<file path="src/rtl/qcpu_spi_mem.sv">
// Frames single-byte host reads/writes into SPI memory transactions.
// Define QCPU_SPI_MEM_WREN_EN to send a WREN (06) frame before every write.
module qcpu_spi_mem #(
  parameter int          ADDR_BYTES = 2,
  parameter int          CS_GAP     = 2,
  parameter logic [7:0]  CMD_READ   = 8'h03,
  parameter logic [7:0]  CMD_WRITE  = 8'h02
) (
  input  logic                    clk,
  input  logic                    rst,
  input  logic                    req,
  input  logic                    we,
  input  logic [8*ADDR_BYTES-1:0] addr,
  input  logic [7:0]              wdata,
  output logic [7:0]              rdata,
  output logic                    ack,
  output logic                    busy,
  output logic                    CS_n,
  output logic                    spi_start,
  output logic [7:0]              spi_din,
  input  logic                    spi_busy,
  input  logic [7:0]              spi_dout
);

  localparam int         GW   = $clog2(CS_GAP + 1);
  localparam logic [2:0] LAST = 3'(ADDR_BYTES + 1);

  typedef enum logic [2:0] {
    IDLE, SELECT, SEND, WAIT_HI, WAIT_LO, DESELECT, GAP
  } state_t;

  state_t                  state_q, state_d;
  logic                    we_q, we_d;
  logic                    wren_q, wren_d;
  logic [8*ADDR_BYTES-1:0] addr_q, addr_d;
  logic [7:0]              wdata_q, wdata_d;
  logic [2:0]              idx_q, idx_d;
  logic [GW-1:0]           gap_q, gap_d;
  logic [7:0]              rdata_d, din_d, cur_byte;
  logic                    ack_d, busy_d, cs_d, start_d;
  logic [2:0]              last_idx;

  // The WREN frame is a single byte, so it ends at index 0
  assign last_idx = wren_q ? 3'd0 : LAST;

  always_comb begin
    cur_byte = 8'h00;
    if (wren_q)
      cur_byte = 8'h06;
    else if (idx_q == 3'd0)
      cur_byte = we_q ? CMD_WRITE : CMD_READ;
    else if (idx_q == LAST)
      cur_byte = we_q ? wdata_q : 8'h00;
    else
      for (int i = 1; i <= ADDR_BYTES; i++)
        if (idx_q == 3'(i))
          cur_byte = addr_q[8*(ADDR_BYTES-i) +: 8];
  end

  always_comb begin
    state_d = state_q;
    we_d    = we_q;
    wren_d  = wren_q;
    addr_d  = addr_q;
    wdata_d = wdata_q;
    idx_d   = idx_q;
    gap_d   = gap_q;
    rdata_d = rdata;
    din_d   = spi_din;
    busy_d  = busy;
    cs_d    = CS_n;
    ack_d   = 1'b0;
    start_d = 1'b0;
    unique case (state_q)
      IDLE: begin
        if (req && gap_q >= GW'(CS_GAP)) begin
          we_d    = we;
          addr_d  = addr;
          wdata_d = wdata;
          busy_d  = 1'b1;
          state_d = SELECT;
`ifdef QCPU_SPI_MEM_WREN_EN
          wren_d  = we;
`else
          wren_d  = 1'b0;
`endif
        end
      end
      SELECT: begin
        cs_d    = 1'b0;
        idx_d   = 3'd0;
        state_d = SEND;
      end
      SEND: begin
        din_d   = cur_byte;
        start_d = 1'b1;
        state_d = WAIT_HI;
      end
      WAIT_HI: begin
        if (spi_busy)
          state_d = WAIT_LO;
      end
      WAIT_LO: begin
        if (!spi_busy) begin
          if (idx_q == last_idx) begin
            if (!we_q && !wren_q)
              rdata_d = spi_dout;
            state_d = DESELECT;
          end else begin
            idx_d   = idx_q + 3'd1;
            state_d = SEND;
          end
        end
      end
      DESELECT: begin
        cs_d    = 1'b1;
        ack_d   = !wren_q;
        gap_d   = '0;
        state_d = GAP;
      end
      GAP: begin
        if (!wren_q)
          busy_d = 1'b0;
        gap_d = gap_q + GW'(1);
        // After WREN the write frame follows without returning to IDLE
        if (int'(gap_q) + 1 >= CS_GAP) begin
          state_d = wren_q ? SELECT : IDLE;
          wren_d  = 1'b0;
        end
      end
      default: state_d = IDLE;
    endcase
  end

  always_ff @(posedge clk) begin
    if (rst) begin
      state_q   <= IDLE;
      we_q      <= 1'b0;
      wren_q    <= 1'b0;
      addr_q    <= '0;
      wdata_q   <= 8'h00;
      idx_q     <= 3'd0;
      gap_q     <= GW'(CS_GAP);
      rdata     <= 8'h00;
      spi_din   <= 8'h00;
      busy      <= 1'b0;
      CS_n      <= 1'b1;
      ack       <= 1'b0;
      spi_start <= 1'b0;
    end else begin
      state_q   <= state_d;
      we_q      <= we_d;
      wren_q    <= wren_d;
      addr_q    <= addr_d;
      wdata_q   <= wdata_d;
      idx_q     <= idx_d;
      gap_q     <= gap_d;
      rdata     <= rdata_d;
      spi_din   <= din_d;
      busy      <= busy_d;
      CS_n      <= cs_d;
      ack       <= ack_d;
      spi_start <= start_d;
    end
  end

endmodule
</file>
<file path="config.mk">
export PLATFORM = sky130hd
export DESIGN_NAME = qcpu_spi_mem
export DESIGN_NICKNAME = d
export VERILOG_FILES = /design/src/rtl/qcpu_spi_mem.sv
export SDC_FILE = /design/constraint.sdc
export NUM_CORES = 1
export LEC_CHECK = 0
export CAP_MARGIN = 20
export CELL_PAD_IN_SITES_DETAIL_PLACEMENT = 1
export CELL_PAD_IN_SITES_GLOBAL_PLACEMENT = 1
export CORE_AREA = 2 2 83 85
export DETAILED_ROUTE_END_ITERATION = 10
export DIE_AREA = 0 0 85 87
export PLACE_DENSITY = 0.81
export SLEW_MARGIN = 20
export SYNTH_ARGS = -nofsm -noshare
export SYNTH_HDL_FRONTEND = slang
export SYNTH_SLANG_ARGS = --single-unit
</file>
<file path="constraint.sdc">
create_clock -name clk -period 5.9 [get_ports clk]
set_input_delay 1.18 -clock clk [delete_from_list [all_inputs] [get_ports clk]]
set_output_delay 1.18 -clock clk [all_outputs]
set_load 0.1 [all_outputs]
</file>
== After elaboration in Yosys (flattened, before gate mapping) ==
Index checks and enable logic that the tools add are counted.
Operators by class
  $add $sub $neg: 3
  order comparisons: 2
  equal/unequal tests: 16
  mux-type cells: 27
  bitwise gates (word level): 2
  reductions and logical operators: 17
Operator list (count)
  2-to-1 mux 8 bit: 6
  2-to-1 mux 3 bit: 7
  one-hot mux 3 bit (7 select lines): 1
  equality test 3 x 2 -> 1 bit, second input constant: 4
  != test 2 bit, second input constant: 6
  equality test 3 bit, second input constant: 3
  AND reduction 3 bit: 3
  AND reduction 4 bit: 2
  nonzero test 2 bit: 4
  2-to-1 mux 1 bit: 7
  equality test 3 x 1 -> 1 bit, second input constant: 2
  zero test 3 bit: 2
  one-hot mux 1 bit (2 select lines): 3
  one-hot mux 3 bit (2 select lines): 1
  one-hot mux 2 bit (2 select lines): 1
  adder 2 x 1 -> 3 bit, second input constant: 1
  adder 3 x 1 -> 3 bit, second input constant: 1
  equality test 3 x 2 -> 1 bit: 1
  greater-or-equal comparator 3 x 2 -> 1 bit, second input constant: 1
  adder 2 x 1 -> 2 bit, second input constant: 1
  greater-or-equal comparator 2 bit, second input constant: 1
  logical AND 1 bit: 2
  zero test 1 bit: 2
  2-to-1 mux 2 bit: 1
  3 further kinds: 4
Word-level totals
  register bits after elaboration: 54
  input bits: 37
  output and inout bits: 20
  logic and storage cells: 80

== Logic depth before layout (Yosys ltp) ==
Gate-level depths: netlist of the first run.
  word-level depth: 6
  depth in mapped cells: 7
  mapped depth without buffers: 5

== Worst setup path before layout of the first run ==
OpenSTA, ideal clock, no wires.
  kind: input-to-reg
  start: input spi_busy
  end: register idx_q[2]
  setup time: 0.079 ns
  arrival time: 2.364 ns
  required time: 5.821 ns
  slack: 3.457 ns
  stages: 5
  buffers on the path: 2
  cell sequence: buf_6 -> or4b_1 -> clkbuf_2 -> or4_1 -> o211ai_1
On the way
  cells in the longest elaborated chain, start to end: 2
RTL lines
  start, declared: RTL line 21  | input logic spi_busy,
  != test 2 bit (no source line)
  AND reduction 3 bit (no source line)
  end signal, assigned: RTL line 156  | idx_q <= idx_d;
  end, declared: RTL line 37  | logic [2:0] idx_q, idx_d;
Every way passes these cells.
A chain may end at the register's enable or synchronous reset.

== Worst setup path in the final report of the first run ==
  start: register spi_din[0]
  end: output spi_din[0]
RTL lines
  start, declared: RTL line 20  | output logic [7:0] spi_din,
  start signal, assigned: RTL line 159  | spi_din <= din_d;
No word-level cell between the ends.

==> out/qor.csv, run 1 <==
metric,value,unit
outcome,finished clean,
gr usage total,19.32,%
DP Wirelength,4647,µm
Simple-Gate Fraction of Synth Area,22.42,%
Post-CTS Resized,0,
main combinational cell family by area after synthesis,compound AO/OA/AOI/OAI gates,
worst vdd ir,0.1365,mV
area of the core,0.006569,mm²
drt total wl,6946,µm
CP Capture Type,output pin,
post-synthesis compound-gate area fraction,25.68,%
worst reg-to-reg path cell count,5,
final setup margin,2.858,ns
adder-cell share of the synthesized area,3.943,%
worst rel slew slack,34.45,%
largest net degree at the start of global routing,55,
Top delay family on crit path,buffers and inverters,
port bufs,56,
Clock Latency Late Sink,0.31,ns
drt wl/cell,16.78,µm
Num Clock Sinks,53,
post-CTS setup buffers,0,
WHS Path Cells,1,
first-pass GRT wire length,11470,µm
Initial Util,38.65,%
antenna violations before repair,0,
Worst-path clk slew,0.10,ns
DIE WIDTH,85,µm
grt ovf,0,
TNS Setup,0,ns
CP arrival,1.86,ns
post-layout util,48.63,%
Crit Path Max Fanout,3,
CP required,4.72,ns
Die H,87,µm
register area,0.001061,mm²
Worst R2R Setup Slack,3.35,ns
crit path buf inv count,1,
DRC,0,
Maximum Capacitance Violations,0,
P&R area growth vs syn,25.83,%
post-synthesis xor/xnor area fraction,0,%
Worst-Margin Slew,0.9802,ns
"slowest stage delay, CP",1.16,ns
Tmin final,3.042,ns
mux cell area share after synthesis,0,%
vias in the first global route,2312,
RSZ-0062 raised after global routing,false,
Vias,2342,
sequential element share of the synthesized area,41.79,%
"Slowest-stage cell, CP",clkdlybuf4s50_1,
share of the synthesized area in the top cell type,41.79,%
P_leak,1.063,nW
dpl ws,2.871,ns
# IOs,57,
gpl congestion,0.7636,
post-synthesis register bit count,53,
Fmax,328.7,MHz
clock tree buffer depth,2,
Diodes inserted,0,
CTS tree,yes,
synthesis warning total,0,
full die area,0.007395,mm²
Post-Syn Instances,300,
period utilization,51.56,%
Nets,378,
H-tree depth,2,
Crit Path Class,reg2out,
multi-input logic area,0.001333,mm²
Antenna Nets Post-Route,0,
Final Max Tran Viols,0,
largest area contributor in the netlist,dfxtp_1,
Fillers,782,
synth unique cells,44,
Final Hold Viols,0,
syn nets,345,
critical path depth in cells,1,
final hold slack,0.4734,ns
clock skew,0.004353,ns
PwrDens,262.8,mW/mm²
Hold Buf Count CTS,0,
post-DR vias/cell,5.657,
Inserted Clock Buffers,5,
syn avg cell area,8.462,µm²
Synth area leaders,"dfxtp_1 (42%), a21oi_1 (7.9%), nand3_1 (6.9%)",
worst hold path type,reg2reg,
drt pass-1 iters,4,
Iteration-0 DRC Markers,114,
CP cell instances,clkdlybuf4s50_1,
Final Setup Violations,0,
FP Rows,30,
Root Buffer,clkbuf_8,
post-synthesis cell area,0.002539,mm²
Startpoint Class,register,
share of layout cells above drive strength 1,4.790,%
==> per-layer routing <==
layer | track usage, % | part of all wire, %
met5 | 0 | 0
met1 | 26.44 | 48
met4 | 5.772 | 1.6
met3 | 3.412 | 3.6
met2 | 31.25 | 47
==> cell families after synthesis <==
logic type                 after synthesis
DFF                                     53
buffers and inverters                   37
adders and majority gates                8
and+or+nand+nor                         92
AOI/OAI and AO/OA                      110
==> synth_stat cells, drive strengths merged <==
cell	n
dfxtp	53
a21oi	40
o21ai	36
nand3	35
clkbuf	25
a211oi	9
ha	8
and3	7
buf	7
nand2	6
nor2	6
nor4bb	6
o2bb2ai	6
inv	5
nand2b	5
nand3b	5
nor2b	5
a211o	3
a21o	3
nand4b	3
nor4b	3
a21bo	2
and3b	2
nor3b	2
o211ai	2
o21a	2
o21bai	2
or3	2
or4b	2
a221oi	1
a311oi	1
a31oi	1
nor3	1
o22ai	1
o31ai	1
or3b	1
or4	1
==> final timing paths <==
check	start	to
worst min register to register	spi_din[6]$_SDFFE_PP0P_	spi_din[6]$_SDFFE_PP0P_
worst max-delay path	spi_din[0]$_SDFFE_PP0P_	spi_din[0]
worst max register to register	idx_q[2]$_SDFFE_PP0P_	idx_q[0]$_SDFFE_PP0P_
worst min-delay path	spi_din[6]$_SDFFE_PP0P_	spi_din[6]$_SDFFE_PP0P_
==> cells in the final DEF, fill, tap and decap left out, drive strengths merged, types with 3 or more instances in the layout <==
cell and count:
a21o 3, nor2b 5, nand2b 5, buf 3
nand3b 5, o2bb2ai 6, inv 5, ha 8
a21oi 40, and3 7, nand4b 3, o21ai 36
a211oi 9, a211o 3, nand3 35, nand2 6
nor4bb 6, nor4b 3, nor2 6, dfxtp 53
clkbuf 6, clkdlybuf4s50 55
==> cell type report <==
cell class                      instances  share of cell area, %
Clock buffer                            6                  2.272
Multi-Input combinational cell        210                  41.72
Inverter                                5                 0.5875
Timing Repair Buffer                   58                  17.86
Sequential cell                        53                  33.22
Tap cell                               80                  3.134
Clock inverter                          2                  1.214
==> stage by stage <==
stage	cells	instance area (µm²)	power, mW
2_1_floorplan	300	2539	0.5370
3_3_place_gp	406	3077	0.5910
3_5_place_dp	406	3077	0.5966
4_1_cts	414	3188	0.8467
5_1_grt	414	3194	0.8790
6_report	414	3194	0.8395
==> registers in the layout (all words and copies together) (netlist names) <==
name       cells
gap_q          2
wdata_q        8
addr_q        16
spi_start      1
we_q           1
ack            1
state_q        3
busy           1
rdata          8
CS_n           1
spi_din        8
idx_q          3
==> report_power, final <==
group | switching, mW | internal (mW)
clock network | 0.123 | 0.128
logic | 0.111 | 0.0660
registers | 0.0291 | 0.382
total | 0.264 | 0.575
Note: power is estimated with default switching activity, not from simulation.
==> run 2, diff against run 1 <==
--- a/config.mk
+++ b/config.mk
@@ -8,10 +8,10 @@
 export CAP_MARGIN = 20
 export CELL_PAD_IN_SITES_DETAIL_PLACEMENT = 1
 export CELL_PAD_IN_SITES_GLOBAL_PLACEMENT = 1
-export CORE_AREA = 2 2 83 85
+export CORE_AREA = 2 2 91 93
 export DETAILED_ROUTE_END_ITERATION = 10
-export DIE_AREA = 0 0 85 87
-export PLACE_DENSITY = 0.81
+export DIE_AREA = 0 0 93 95
+export PLACE_DENSITY = 0.72
 export SLEW_MARGIN = 20
 export SYNTH_ARGS = -nofsm -noshare
 export SYNTH_HDL_FRONTEND = slang
==> constraint.sdc (replaced) <==
create_clock -name clk -period 2.55 [get_ports clk]
set_input_delay 0.51 -clock clk [delete_from_list [all_inputs] [get_ports clk]]
set_output_delay 0.51 -clock clk [all_outputs]
set_load 0.1 [all_outputs]
==> out/qor.csv, run 2 (synthesized netlist as in run 1, its figures left out) <==
metric,value,unit
outcome,finished clean,
post-CTS setup buffers,0,
largest net degree at the start of global routing,41,
Startpoint Class,register,
CP arrival,2.23,ns
CTS tree,yes,
RSZ-0062 raised after global routing,false,
DP Wirelength,4686,µm
Root Buffer,clkbuf_8,
# IOs,57,
FP Rows,33,
worst vdd ir,0.2136,mV
P_leak,1.133,nW
Fillers,943,
area of the core,0.007928,mm²
CP cell instances,inv_1 -> ha_1 -> or4b_2 -> a21oi_1 -> a211oi_1,
Worst-path clk slew,0.11,ns
clock skew,0.01973,ns
period utilization,80.77,%
drt total wl,6687,µm
DRC,0,
grt ovf,0,
Post-CTS Resized,0,
port bufs,56,
TNS Setup,0,ns
"most common cell after layout, fill and taps aside",dfxtp_1,
Hold Buf Count CTS,0,
Num Clock Sinks,53,
CP required,2.72,ns
"commonest cells after routing, fill and taps aside","dfxtp_1 (53), a21oi_1 (40), nand3_1 (35), clkdlybuf4s50_1 (35), o21ai_0 (32)",
Vias,2350,
H-tree depth,2,
drt wl/cell,14.93,µm
vias in the first global route,2198,
"Slowest-stage cell, CP",or4b_2,
Inserted Clock Buffers,5,
gr usage total,15.01,%
Placed Cells,440,
"slowest stage delay, CP",0.68,ns
Finished Layout Cells,448,
dpl ws,0.3411,ns
Final Max Tran Viols,0,
Fmax,485.5,MHz
first-pass GRT wire length,10590,µm
drt pass-1 iters,5,
Clock Latency Late Sink,0.31,ns
gpl congestion,0.7056,
share of layout cells above drive strength 1,13.12,%
Maximum Capacitance Violations,0,
post-route cell area,0.003219,mm²
Crit Path Max Fanout,13,
full die area,0.008835,mm²
PwrDens,580.5,mW/mm²
Die H,95,µm
worst hold path type,reg2reg,
Worst-Margin Slew,0.7352,ns
P&R area growth vs syn,26.81,%
Initial Util,32.02,%
final setup margin,0.4905,ns
worst rel slew slack,50.99,%
Biggest register,addr_q,
CP Capture Type,register,
Crit Path Class,reg2reg,
Tmin final,2.060,ns
Final Hold Viols,0,
Antenna Nets Post-Route,0,
max reg flops,16,
DIE WIDTH,93,µm
Final Setup Violations,0,
Nets,387,
Diodes inserted,0,
Iteration-0 DRC Markers,70,
antenna violations before repair,0,
clock tree buffer depth,2,
Placement Cell Area,0.003126,mm²
post-DR vias/cell,5.246,
power consumption,1.869,mW
## run 2: worst max-delay path, delay by kind of cell (launching register included)
family | cells | cell delay [ns]
buffers and inverters | 1 | 0.12
adders and majority gates | 1 | 0.24
AOI/OAI and AO/OA | 2 | 0.25
DFF | 1 | 0.63
and+or+nand+nor | 1 | 0.68
## run 2: path summary, 6_finish.rpt
check        slack, ns               startpoint  cells past startpoint                      end
max reg2reg       0.49    idx_q[2]$_SDFFE_PP0P_                      5    idx_q[0]$_SDFFE_PP0P_
max               0.49    idx_q[2]$_SDFFE_PP0P_                      5    idx_q[0]$_SDFFE_PP0P_
min reg2reg       0.48  spi_din[4]$_SDFFE_PP0P_                      1  spi_din[4]$_SDFFE_PP0P_
min               0.48  spi_din[4]$_SDFFE_PP0P_                      1  spi_din[4]$_SDFFE_PP0P_
## run 2: where the power goes
| group | internal, mW | switching, mW | leakage, nW |
|---|---|---|---|
| clock | 0.199 | 0.298 | 0.0447 |
| combinational | 0.163 | 0.274 | 0.657 |
| sequential | 0.884 | 0.0512 | 0.432 |
## run 2: cell type report
| cell class | instances | area (µm²) | share of cell area (%) |
|---|---|---|---|
| clock inverters | 3 | 25.02 | 0.7773 |
| inverters | 5 | 18.77 | 0.5830 |
| multi-input cells | 210 | 1326 | 41.20 |
| flip-flops and latches | 53 | 1061 | 32.96 |
| well taps | 105 | 131.4 | 4.081 |
| repair buffers | 67 | 588.1 | 18.27 |
| clock buffers | 5 | 68.82 | 2.138 |
## run 2: metrics by stage
stage	utilization, %	hold WS (ns)
finish	40.61	0.4802
global route	40.61	0.4957
CTS	40.61	0.4834
detailed placement	39.43	0.4492
global placement	39.43	0.4538
floorplan	-	0.4482
## run 2: per-layer routing
metal	vias to the layer above	GRT usage [%]	part of all wire, %	wire [µm]
met5	-	0	0	0
met4	0	3.676	0.64	43
met3	4	2.634	3.7	250
met2	50	25.72	48	3208
met1	1120	19.67	48	3184
li1	1176	-	-	-
